[src/rtl/asyn_fifo_pkg.sv]
// +---------------------------------------------------------------------------+
// | asyn_fifo_pkg : shared defaults and address-width helper for asyn_fifo     |
// | Revision      : 1.0                                                        |
// +---------------------------------------------------------------------------+
`default_nettype none

package asyn_fifo_pkg;

    localparam int c_DEPTH_DEFAULT    = 8;
    localparam int c_DATASIZE_DEFAULT = 4;

    function automatic int addr_width(input int depth);
        return $clog2(depth);
    endfunction

endpackage

`default_nettype wire

[src/rtl/asyn_fifo_mem.sv]
// +---------------------------------------------------------------------------+
// | asyn_fifo_mem : DEPTH x DATASIZE storage, one sync write, one sync read    |
// | Revision      : 1.0                                                        |
// +---------------------------------------------------------------------------+
`default_nettype none

module asyn_fifo_mem
    import asyn_fifo_pkg::*;
#(
    parameter int DEPTH    = c_DEPTH_DEFAULT,
    parameter int DATASIZE = c_DATASIZE_DEFAULT,
    parameter int AW       = addr_width(c_DEPTH_DEFAULT)
) (
    input  logic                clk,
    input  logic                wr_en_i,
    input  logic [AW-1:0]       wr_addr_i,
    input  logic [DATASIZE-1:0] wr_data_i,
    input  logic                rd_en_i,
    input  logic [AW-1:0]       rd_addr_i,
    output logic [DATASIZE-1:0] rd_data_o
);

    logic [DATASIZE-1:0] mem_q [DEPTH];
    logic [DATASIZE-1:0] rd_data_q;

    // No reset on storage or read register; the top masks the read data until
    // the first read after reset.
    always_ff @(posedge clk) begin
        if (wr_en_i) begin
            mem_q[wr_addr_i] <= wr_data_i;
        end
        if (rd_en_i) begin
            rd_data_q <= mem_q[rd_addr_i];
        end
    end

    assign rd_data_o = rd_data_q;

endmodule

`default_nettype wire

[src/rtl/asyn_fifo.sv]
// +---------------------------------------------------------------------------+
// | asyn_fifo : single-clock FIFO with wrap-bit pointers and registered output |
// | Optional macro ASYN_FIFO_ERR_EN adds sticky overflow/underflow outputs.    |
// | Revision  : 1.0                                                            |
// +---------------------------------------------------------------------------+
`default_nettype none

module asyn_fifo
    import asyn_fifo_pkg::*;
#(
    parameter int DEPTH    = c_DEPTH_DEFAULT,
    parameter int DATASIZE = c_DATASIZE_DEFAULT
) (
    input  logic                clk,
    input  logic                rst,
    input  logic                wr_en,
    input  logic [DATASIZE-1:0] data_in,
    output logic                full,
    input  logic                rd_en,
    output logic [DATASIZE-1:0] data_out,
`ifdef ASYN_FIFO_ERR_EN
    output logic                overflow,
    output logic                underflow,
`endif
    output logic                empty
);

    localparam int           c_AW      = addr_width(DEPTH);
    localparam logic [c_AW:0] c_PTR_ONE = {{c_AW{1'b0}}, 1'b1};

    logic [c_AW:0]         wptr_q, wptr_d;
    logic [c_AW:0]         rptr_q, rptr_d;
    logic                  rd_valid_q, rd_valid_d;
    logic                  w_wr_accept;
    logic                  w_rd_accept;
    logic [DATASIZE-1:0]   w_mem_rdata;

    // Flags come only from registered pointers, so both requests see the
    // pre-edge state: full blocks the write, empty blocks the read.
    assign empty = (wptr_q == rptr_q);
    assign full  = (wptr_q[c_AW-1:0] == rptr_q[c_AW-1:0]) && (wptr_q[c_AW] != rptr_q[c_AW]);

    assign w_wr_accept = wr_en && !full;
    assign w_rd_accept = rd_en && !empty;

    always_comb begin
        wptr_d     = wptr_q;
        rptr_d     = rptr_q;
        rd_valid_d = rd_valid_q;
        if (w_wr_accept) begin
            wptr_d = wptr_q + c_PTR_ONE;
        end
        if (w_rd_accept) begin
            rptr_d     = rptr_q + c_PTR_ONE;
            rd_valid_d = 1'b1;
        end
    end

    always_ff @(posedge clk or negedge rst) begin
        if (!rst) begin
            wptr_q     <= '0;
            rptr_q     <= '0;
            rd_valid_q <= 1'b0;
        end else begin
            wptr_q     <= wptr_d;
            rptr_q     <= rptr_d;
            rd_valid_q <= rd_valid_d;
        end
    end

    asyn_fifo_mem #(
        .DEPTH    (DEPTH),
        .DATASIZE (DATASIZE),
        .AW       (c_AW)
    ) u_mem (
        .clk       (clk),
        .wr_en_i   (w_wr_accept),
        .wr_addr_i (wptr_q[c_AW-1:0]),
        .wr_data_i (data_in),
        .rd_en_i   (w_rd_accept),
        .rd_addr_i (rptr_q[c_AW-1:0]),
        .rd_data_o (w_mem_rdata)
    );

    // Read register is unreset storage; present zero until a post-reset read.
    assign data_out = rd_valid_q ? w_mem_rdata : '0;

`ifdef ASYN_FIFO_ERR_EN
    logic overflow_q, overflow_d;
    logic underflow_q, underflow_d;

    always_comb begin
        overflow_d  = overflow_q  || (wr_en && full);
        underflow_d = underflow_q || (rd_en && empty);
    end

    always_ff @(posedge clk or negedge rst) begin
        if (!rst) begin
            overflow_q  <= 1'b0;
            underflow_q <= 1'b0;
        end else begin
            overflow_q  <= overflow_d;
            underflow_q <= underflow_d;
        end
    end

    assign overflow  = overflow_q;
    assign underflow = underflow_q;
`endif

endmodule

`default_nettype wire

[config.mk]
export PLATFORM = sky130hd
export DESIGN_NAME = asyn_fifo
export DESIGN_NICKNAME = d
export VERILOG_FILES = /design/src/rtl/asyn_fifo_pkg.sv /design/src/rtl/asyn_fifo_mem.sv /design/src/rtl/asyn_fifo.sv
export SDC_FILE = /design/constraint.sdc
export NUM_CORES = 1
export LEC_CHECK = 0
export ABC_AREA = 0
export BUFFER_PORTS_ARGS = -buffer_cell sky130_fd_sc_hd__buf_4
export CELL_PAD_IN_SITES_DETAIL_PLACEMENT = 1
export CELL_PAD_IN_SITES_GLOBAL_PLACEMENT = 1
export CORE_ASPECT_RATIO = 1.2
export CORE_MARGIN = 2
export CORE_UTILIZATION = 54
export CTS_CLUSTER_SIZE = 8
export DETAILED_ROUTE_END_ITERATION = 12
export GPL_TIMING_DRIVEN = 0
export PLACE_DENSITY_LB_ADDON = 0.1
export SLEW_MARGIN = 20
export SYNTH_ARGS = -nofsm -noshare
export SYNTH_HDL_FRONTEND = slang
export SYNTH_HIERARCHICAL = 1
export SYNTH_SLANG_ARGS = --single-unit
export TNS_END_PERCENT = 30
[constraint.sdc]
create_clock -name clk -period 3.73 [get_ports clk]
set_input_delay 0.373 -clock clk [delete_from_list [all_inputs] [get_ports clk]]
set_output_delay 0.373 -clock clk [all_outputs]
set_load 0.05 [all_outputs]
==> reports/qor.csv <==
stage;metric;value;unit
route;WL per Instance;20.7;um
floorplan;num ports;14;
grt;number of global-route vias before repair;1156;
route;Antenna Nets Post-Route;0;
worst_setup_path;critical path fanouts, max;10;
grt;initial antenna violation count;0;
placement;PortBufs;13;
finish;Layout Cells excl Fill;174;
placement;Placer Congestion;0.756;
sta;Final min period;2.32;ns
min_path;HP Class;primary input to flop;
cts;post-cts resize count;0;
sta;setup_tns;0;ns
finish;synthesis-to-layout area growth;13.0;%
sta;fin crit share;0.621;
logic_synthesis;Warnings, synthesis;6;
grt;first-pass GRT wire length;5.77;mm
logic_synthesis;post-synthesis sequential area ratio;0.648;
placement;placed instance count;165;
sta;fin. max-slew vios;0;
worst_setup_path;crit start category;flop;
route;Via density;6.08;
cts;Sink Count;45;
logic_synthesis;post-synthesis async set-or-reset flop share;0.200;
cts;latest clock arrival within the worst-skew pair;0.29;ns
sta;Worst Tran Pin Value;0.642;ns
sta;max_slew headroom;0.569;
finish;Final #Nets;144;
worst_setup_path;crit end category;flop;
sta;Max Clk Rate;431;MHz
worst_setup_path;Setup CP Type;flop to flop;
finish;layout cell share with drive strength beyond 1;0.244;
power_and_ir_drop;PD cells;864;nW/um2
placement;DP HPWL;2.62;mm
sta;hold slack;0.313;ns
logic_synthesis;Mapped Cells;113;
floorplan;initial core utilization;0.559;
cts;CTS hold repair buffers;1;
cts;clock-pin slew of the registers on the worst-case setup and hold paths;0.08;ns
finish;antenna cell count;0;
logic_synthesis;Yosys reg bits;45;
floorplan;die height;70.9;um
logic_synthesis;Unique masters post-synth;25;
worst_setup_path;Arr. time, crit path;2.24;ns
grt;GRT overflow;0;
cts;Num CTS Buffers;5;
logic_synthesis;area leader, netlist;edfxtp_1;
grt;Tot GR Track Use;0.194;
floorplan;Die Area;4240;um2
logic_synthesis;Post-synth EDFFs;36;
floorplan;DIE WIDTH;59.8;um
floorplan;core area;3600;um2
status;status;finished, final reports clean;
logic_synthesis;Yosys top cell area share;0.536;
logic_synthesis;Synth area leaders;edfxtp_1 54%, dfrtp_1 11%, mux4_1 10%;
power_and_ir_drop;VDD IR max;0.000487;V
sta;Layout Skew;0.00777;ns
flow_run;max cap viols;0;
cts;H-tree Lvls;2;
cts;Root Driver;clkbuf_8;
route;DRT iter0 DRCs;47;
logic_synthesis;Syn Area/Cell;17.8;um2
cts;maximum root-to-sink buffer count;2;
grt;largest net degree at the start of global routing;14;
route;DR vias;1058;
route;wirelength, routed;3.60;mm
logic_synthesis;Mapped Nets;123;
floorplan;FP Rows;24;
sta;Hold Vio Cnt, Final;0;
cts;CTS tree;yes;
logic_synthesis;most used flip-flop cell after synthesis;edfxtp_1;
logic_synthesis;mapped cell area;2020;um2
power_and_ir_drop;leak pwr;0.828;nW
sta;setup violators final;0;
worst_setup_path;CP required;3.66;ns
cts;setup bufs post-CTS;0;
route;DR pass1 iterations;4;
route;DRC viols;0;
sta;unrepaired setup endpoints after global routing;no;
routing by layer:
metal | track usage | part of all wire | vias up
met4 | 0.0815 | 0.028 | 0
met1 | 0.209 | 0.36 | 537
met3 | 0.0494 | 0.035 | 9
li1 | - | - | 490
met5 | 0 | 0 | -
met2 | 0.350 | 0.58 | 22
final timing paths:
kind	start	end	slack [ns]	depth (start not counted)
max	wptr_q[1]	u_mem/mem_q[0][2]	1.41	5
min	data_in[3]	u_mem/mem_q[4][3]	0.31	1
max reg2reg	wptr_q[1]	u_mem/mem_q[0][2]	1.41	5
min reg2reg	rd_valid_q	rd_valid_q	0.53	1
max in group asynchronous	rst	wptr_q[2]	3.16	2
min in group asynchronous	rst	wptr_q[3]	0.43	2
cell usage in the layout, fill, tap and decap left out, types with 3 or more instances in the layout:
master    netlist  routed
and2_1          6       6
inv_1           4       4
nand2_1         4       4
nor2_1          8       8
mux4_1          8       8
xor2_2          3       3
xnor2_1         5       5
dfrtp_1         9       9
edfxtp_1       36      36
clkbuf_8        0       5
mux2_2          4       4
nand2b_1        4       4
buf_4           0      13
worst max-delay path, cell delays in order, from the launching register on:
cell      delay, ns
dfrtp_1        0.58
xor2_2         0.43
o41ai_4        0.18
inv_1          0.11
nand2b_1       0.13
nor3_1         0.53
kinds of logic (layout without fill, tap and decap cells):
logic type      after synthesis  in the layout  share of synthesized area
compound gates                8              8                     0.0534
fa+ha+maj                     2              2                     0.0124
flops                        45             45                      0.648
mux                          14             14                      0.142
buf+inv                       6             28                     0.0149
simple gates                 29             29                     0.0795
xor+xnor                      9              9                     0.0503
cell usage after synthesis (all sizes together) (4+ instances only):
library cell	number
nor2	8
nand2	4
inv	4
nand2b	4
mux4	8
xnor2	5
and2	6
o41ai	4
dfrtp	9
xor2	4
o311ai	4
mux2	6
edfxtp	36
state kept, by name, summed over array words and instances, names as in the netlist:
name and flops:
wptr_q 4, u_mem/mem_q 32, rd_valid_q 1, u_mem/rd_data_o 4
rptr_q 4
through the flow:
| stage | cell area, um2 | worst slack, ns | total power, mW | utilization |
|---|---|---|---|---|
| 5_1_grt | 2280 | 1.27 | 2.08 | 0.632 |
| 2_1_floorplan | 2020 | 1.55 | 1.41 | - |
| 6_report | 2280 | 1.41 | 1.97 | 0.632 |
| 4_1_cts | 2280 | 1.41 | 1.99 | 0.632 |
| 3_5_place_dp | 2160 | 1.48 | 1.63 | 0.600 |
| 3_3_place_gp | 2160 | 1.50 | 1.58 | 0.600 |
final cells by class:
type,instances,area (um2)
clock inverters,2,33.8
clock buffers,6,72.6
inverters,4,15.0
fillers,324,1330
multi-input cells,62,679
plain buffers,2,15.0
flip-flops and latches,45,1310
repair buffers,14,108
well taps,39,48.8
report_power, final:
group	switching, mW	internal (mW)
clock network	0.154	0.198
registers	0.128	0.683
logic	0.471	0.335
total	0.753	1.22
No activity file was read; power rests on OpenSTA's default activity.
